--- src/rtl/pipeline_interlock.sv ---
// Hazard interlock and forwarding-select unit beside decode; tracks DEPTH in-flight destinations.
// Define PIPELINE_INTERLOCK_FWD_EN to enable operand forwarding (only load-use hazards stall).
module pipeline_interlock #(
    parameter  int DEPTH = 3,
    parameter  int REG_W = 5,
    localparam int FW    = $clog2(DEPTH + 1)
) (
    input  logic             clk,
    input  logic             rst_n,
    input  logic             id_valid,
    input  logic [REG_W-1:0] id_rs1,
    input  logic             id_rs1_used,
    input  logic [REG_W-1:0] id_rs2,
    input  logic             id_rs2_used,
    input  logic [REG_W-1:0] id_rd,
    input  logic             id_we,
    input  logic             id_is_load,
    input  logic             flush,
    output logic             stall,
    output logic [FW-1:0]    fwd_a,
    output logic [FW-1:0]    fwd_b,
    output logic [DEPTH-1:0] inflight,
    output logic [15:0]      stall_cnt
);

    // Index k holds slot k+1: index 0 is EX (youngest), index DEPTH-1 is WB (oldest).
    logic [DEPTH-1:0] slot_vld;
    logic [REG_W-1:0] slot_rd [DEPTH];
    logic [DEPTH-1:0] slot_ld;

    logic [DEPTH-1:0] hit_a;
    logic [DEPTH-1:0] hit_b;
    logic             active;
    logic             hazard;
    logic             issue;
    logic [15:0]      cnt;
    logic             unused_ld;

    function automatic logic [15:0] sat_inc16(input logic [15:0] v);
        return (v == 16'hFFFF) ? v : v + 16'd1;
    endfunction

    function automatic logic [FW-1:0] youngest(input logic [DEPTH-1:0] hit);
        logic [FW-1:0] sel;
        sel = '0;
        for (int k = DEPTH - 1; k >= 0; k--) begin
            if (hit[k]) sel = FW'(k + 1);
        end
        return sel;
    endfunction

    always_comb begin
        hit_a = '0;
        hit_b = '0;
        for (int k = 0; k < DEPTH; k++) begin
            hit_a[k] = id_rs1_used && (id_rs1 != '0) && slot_vld[k] && (slot_rd[k] == id_rs1);
            hit_b[k] = id_rs2_used && (id_rs2 != '0) && slot_vld[k] && (slot_rd[k] == id_rs2);
        end
    end

    // A squashed or absent decode instruction never stalls, forwards or issues.
    assign active = id_valid && !flush;

`ifdef PIPELINE_INTERLOCK_FWD_EN
    logic [FW-1:0] sel_a;
    logic [FW-1:0] sel_b;

    assign sel_a  = youngest(hit_a);
    assign sel_b  = youngest(hit_b);
    assign hazard = ((sel_a == FW'(1)) || (sel_b == FW'(1))) && slot_ld[0];
    assign fwd_a  = active ? sel_a : '0;
    assign fwd_b  = active ? sel_b : '0;
`else
    // No write-through in the register file: wait until the producer has left WB.
    assign hazard = (|hit_a) || (|hit_b);
    assign fwd_a  = '0;
    assign fwd_b  = '0;
`endif

    assign stall     = active && hazard;
    assign issue     = active && !hazard && id_we && (id_rd != '0);
    assign inflight  = slot_vld;
    assign stall_cnt = cnt;
    assign unused_ld = ^slot_ld;

    // Slot valid chain and stall counter: shift every edge, never frozen by a stall.
    always_ff @(posedge clk or negedge rst_n) begin
        if (!rst_n) begin
            slot_vld <= '0;
            cnt      <= '0;
        end else begin
            slot_vld[0] <= issue;
            for (int k = DEPTH - 1; k > 0; k--) begin
                slot_vld[k] <= slot_vld[k-1];
            end
            if (stall) cnt <= sat_inc16(cnt);
        end
    end

    // Slot payload is qualified by slot_vld, so it needs no reset.
    always_ff @(posedge clk) begin
        slot_rd[0] <= id_rd;
        slot_ld[0] <= id_is_load;
        for (int k = DEPTH - 1; k > 0; k--) begin
            slot_rd[k] <= slot_rd[k-1];
            slot_ld[k] <= slot_ld[k-1];
        end
    end

endmodule

--- config.mk ---
export PLATFORM = sky130hd
export DESIGN_NAME = pipeline_interlock
export DESIGN_NICKNAME = d
export VERILOG_FILES = /design/src/rtl/pipeline_interlock.sv
export SDC_FILE = /design/constraint.sdc
export NUM_CORES = 1
export LEC_CHECK = 0
export BUFFER_PORTS_ARGS = -buffer_cell sky130_fd_sc_hd__buf_2
export CAP_MARGIN = 0
export CORE_UTILIZATION = 52
export CTS_CLUSTER_DIAMETER = 200
export DETAILED_ROUTE_END_ITERATION = 16
export PLACE_DENSITY = 0.83
export SLEW_MARGIN = 20
export SYNTH_ARGS = -nofsm -noshare
export SYNTH_HDL_FRONTEND = slang
export SYNTH_SLANG_ARGS = --single-unit
--- constraint.sdc ---
create_clock -name clk -period 3 [get_ports clk]
set_clock_uncertainty 0.15 [all_clocks]
set_input_delay 0.15 -clock clk [delete_from_list [all_inputs] [get_ports clk]]
set_output_delay 0.15 -clock clk [all_outputs]
set_load 0.05 [all_outputs]
==> summary.md <==
| Metric | Value |
|---|---|
| Root Buffer | clkbuf_4 |
| Ant diodes | 0 |
| CTS tree | yes |
| Vias per inst | about 5.3 |
| Post-Syn Instances | between 150 and 200 |
| First-pass GRT wire length | about 6200 um |
| GR Util met2 | 42.1% |
| Power density over cell area | 407 nW/um2 |
| Global route total overflow | 0 |
| Largest net degree at the start of global routing | 20 |
| Worst stage delay on the critical path | 0.43 ns |
| PostCTS Resize Cnt | 0 |
| Critical path buffers and inverters | 1 |
| Via count | ~1300 |
| CP required | about 2.7 ns |
| P&R area growth vs syn | 20.5% |
| Post-synth EDFFs | 0 |
| Avg Cell Area, Syn | approximately 11 um2 |
| Detailed Place HPWL | about 2900 um |
| # H-tree levels | 2 |
| Placer Congestion | 0.781 |
| Worst-Skew Late Latency | roughly 0.34 ns |
| Hold_buf cts | 8 |
| Met1 GRT Util | 28.8% |
| Post-synth top area share | between 20% and 30% |
| Fill count | around 260 |
| Top cells by area, synth | dfrtp_1 (27%), xor2_1 (18%), dfxtp_1 (17%), a2111oi_2 (5.2%), xnor2_1 (4.6%) |
| Post-layout util | about 67% |
| Core Rows | 20 |
| # IOs | between 40 and 50 |
| Cts bufs inserted | 5 |
| Vias in the first global route | around 1300 |
| Worst EP arrival | 2.33 ns |
| Initial core utilization | approximately 56% |
| FF+latch count, synth | 34 |
| WL/cell | ~15 um |
| Share of layout cells above drive strength 1 | around 30% |
| Die width | 59.7 um |
| Lkg Pwr | approximately 0.96 nW |
| Crit path cell chain | xor2_1 > nor4_1 > nand3_1 > a31o_2 > and2_1 > nor2_1 > buf_2 |
| Core Box Area | just over 3000 um2 |
| IO buf count | 41 |
| Cell Area, Synth | between 1500 and 2000 um2 |
| Die span in y | between 50 and 60 um |
| Final Critical Period | approximately 2.6 ns |
| Ys flop type | dfrtp_1 |
| First-pass DRT Iterations | 4 |
| Crit path max-delay family | simple AND/OR/NAND/NOR gates |
| Global routing's busiest layer | met2 |
| DRC | 0 |
| DR iter-0 viols | approximately 70 |
| Slew Viols, Final | 0 |
| Fin Setup TNS | 0 ns |
| Final setup fails | 0 |
| M3 GR Usage | slightly below 8% |
| Worst setup SP type | register |
| Hold WC Path Type | in2async |
| Slew headroom | about two thirds |
| Slowest CP cell | a31o_2 |
| Peak supply drop | ~0.38 mV |
| GRT Total Usage | between 20% and 30% |
| Antenna violations before repair | 0 |
| Post-CTS Setup Inserts | 0 |
| Fin crit share | between 80% and 90% |
| Final hold violations | 0 |
| Yosys cell types | 33 |
| Yosys warnings | 0 |
| Type of destination of the critical path | primary output |
| RSZ-0062 raised after global routing | no |
| Post-route ant nets | 0 |
| Worst-Margin Slew | a little over 0.5 ns |
| Crit-path max FO | 16 |
| Maximum clock path buffer count | 2 |
| Ys async rst share | between 50% and 60% |
| Clk pin slew, worst setup/hold paths | approximately 0.090 ns |
| Seq/Total Area, Yosys | 44.8% |
| Setup Crit Path Kind | reg2out |
| Final wirelength | approximately 3800 um |
| Maxcap violations | 0 |
| Largest area contributor in the netlist | dfrtp_1 |
| Clk sinks | 34 |
| DIE AREA | around 3600 um2 |
| Fmax | around 380 MHz |
| Outcome | completed |
| Layout Nets | roughly 230 |
[final timing paths]
| kind | from | endpoint | slack [ns] | depth (start not counted) |
|---|---|---|---|---|
| worst max-delay path | slot_rd[0][8]$_DFF_P_ | stall | 0.37 | 7 |
| worst min-delay path | rst_n | stall_cnt[10]$_DFFE_PN0P_ | 0.12 | 2 |
| worst max register to register | slot_rd[0][8]$_DFF_P_ | inflight[0]$_DFF_PN0_ | 0.46 | 7 |
| worst min register to register | slot_rd[0][2]$_DFF_P_ | slot_rd[0][7]$_DFF_P_ | 0.25 | 0 |
| max in group asynchronous | rst_n | inflight[1]$_DFF_PN0_ | 2.27 | 2 |
| min in group clk | id_valid | stall_cnt[12]$_DFFE_PN0P_ | 0.17 | 4 |
[flip-flops by register name, summed over array words and instances, names as in the netlist]
register and count:
stall_cnt 16, slot_rd 15, inflight 3
[layout make-up]
type / count / area, um2 / area share (%)
multi-input cells: 110 / 898 / 43.1
flip-flops and latches: 34 / 776 / 37.2
repair buffers: 50 / 293 / 14.0
well taps: 44 / 55.1 / 2.64
clock buffers: 8 / 48.8 / 2.34
inverters: 4 / 15.0 / 0.720
[cell usage in the layout (no fill, tap or decap), drive strengths merged, types with 2 or more instances in the layout]
cell type / Yosys / final
nor2: 2 / 2
dfrtp: 19 / 19
nand2b: 2 / 2
dfxtp: 15 / 15
dlygate4sd3: 0 / 8
o21ai: 4 / 4
or4: 3 / 3
buf: 6 / 42
nand3: 10 / 10
a21oi: 2 / 2
nor4: 6 / 6
nand4: 2 / 2
nand2: 6 / 6
conb: 1 / 4
a211oi: 5 / 5
inv: 4 / 4
a2111oi: 8 / 8
xor2: 36 / 36
xnor2: 9 / 9
a31o: 2 / 2
clkbuf: 0 / 8
[cell usage after synthesis (2+ instances only)]
| cell | instances |
|---|---|
| xor2_1 | 36 |
| buf_6 | 2 |
| a2111oi_4 | 2 |
| a211oi_1 | 5 |
| nand3_1 | 10 |
| nor4_1 | 5 |
| inv_1 | 4 |
| nand4_1 | 2 |
| xnor2_1 | 9 |
| nand2b_1 | 2 |
| a2111oi_2 | 6 |
| buf_4 | 4 |
| dfxtp_1 | 15 |
| dfrtp_1 | 19 |
| a21oi_1 | 2 |
| nor2_1 | 2 |
| o21ai_0 | 3 |
| or4_1 | 3 |
| nand2_1 | 6 |
[layer usage]
metal | vias to the layer above | part of all wire [%]
met5 | - | 0
met4 | 0 | 1.0
met3 | 6 | 5.9
met2 | 56 | 52
met1 | 633 | 41
li1 | 640 | -
[kinds of logic after synthesis]
family                   count (synthesis)  synth area share (%)
buffers and inverters                   10                  3.90
XOR/XNOR                                45                  22.8
AO/OA/AOI/OAI                           22                  14.7
flip-flops                              34                  44.8
AND/OR/NAND/NOR                         37                  12.2
adder cells (fa/ha/maj)                  1                 0.723
multiplexers                             1                 0.651
other                                    1                 0.217
[through the flow]
step           area (um2)  cells  power [mW]  setup slack [ns]  hold slack, ns
4_1_cts              2090    250       0.850             0.416           0.137
2_1_floorplan        1740    154       0.569             0.435          -0.296
3_5_place_dp         1960    234       0.611             0.721         -0.0378
5_1_grt              2090    250       0.887             0.281           0.159
6_report             2090    250       0.849             0.373           0.116
3_3_place_gp         1960    234       0.604             0.785         -0.0423
[where the power goes]
part,total [mW],switching (mW),internal (mW),leakage (nW)
Clock,0.239,0.145,0.0933,0.0265
Combinational,0.123,0.0763,0.0463,0.555
Sequential,0.487,0.0165,0.471,0.374
Total,0.849,0.238,0.610,0.956
No activity file was read; power rests on OpenSTA's default activity.
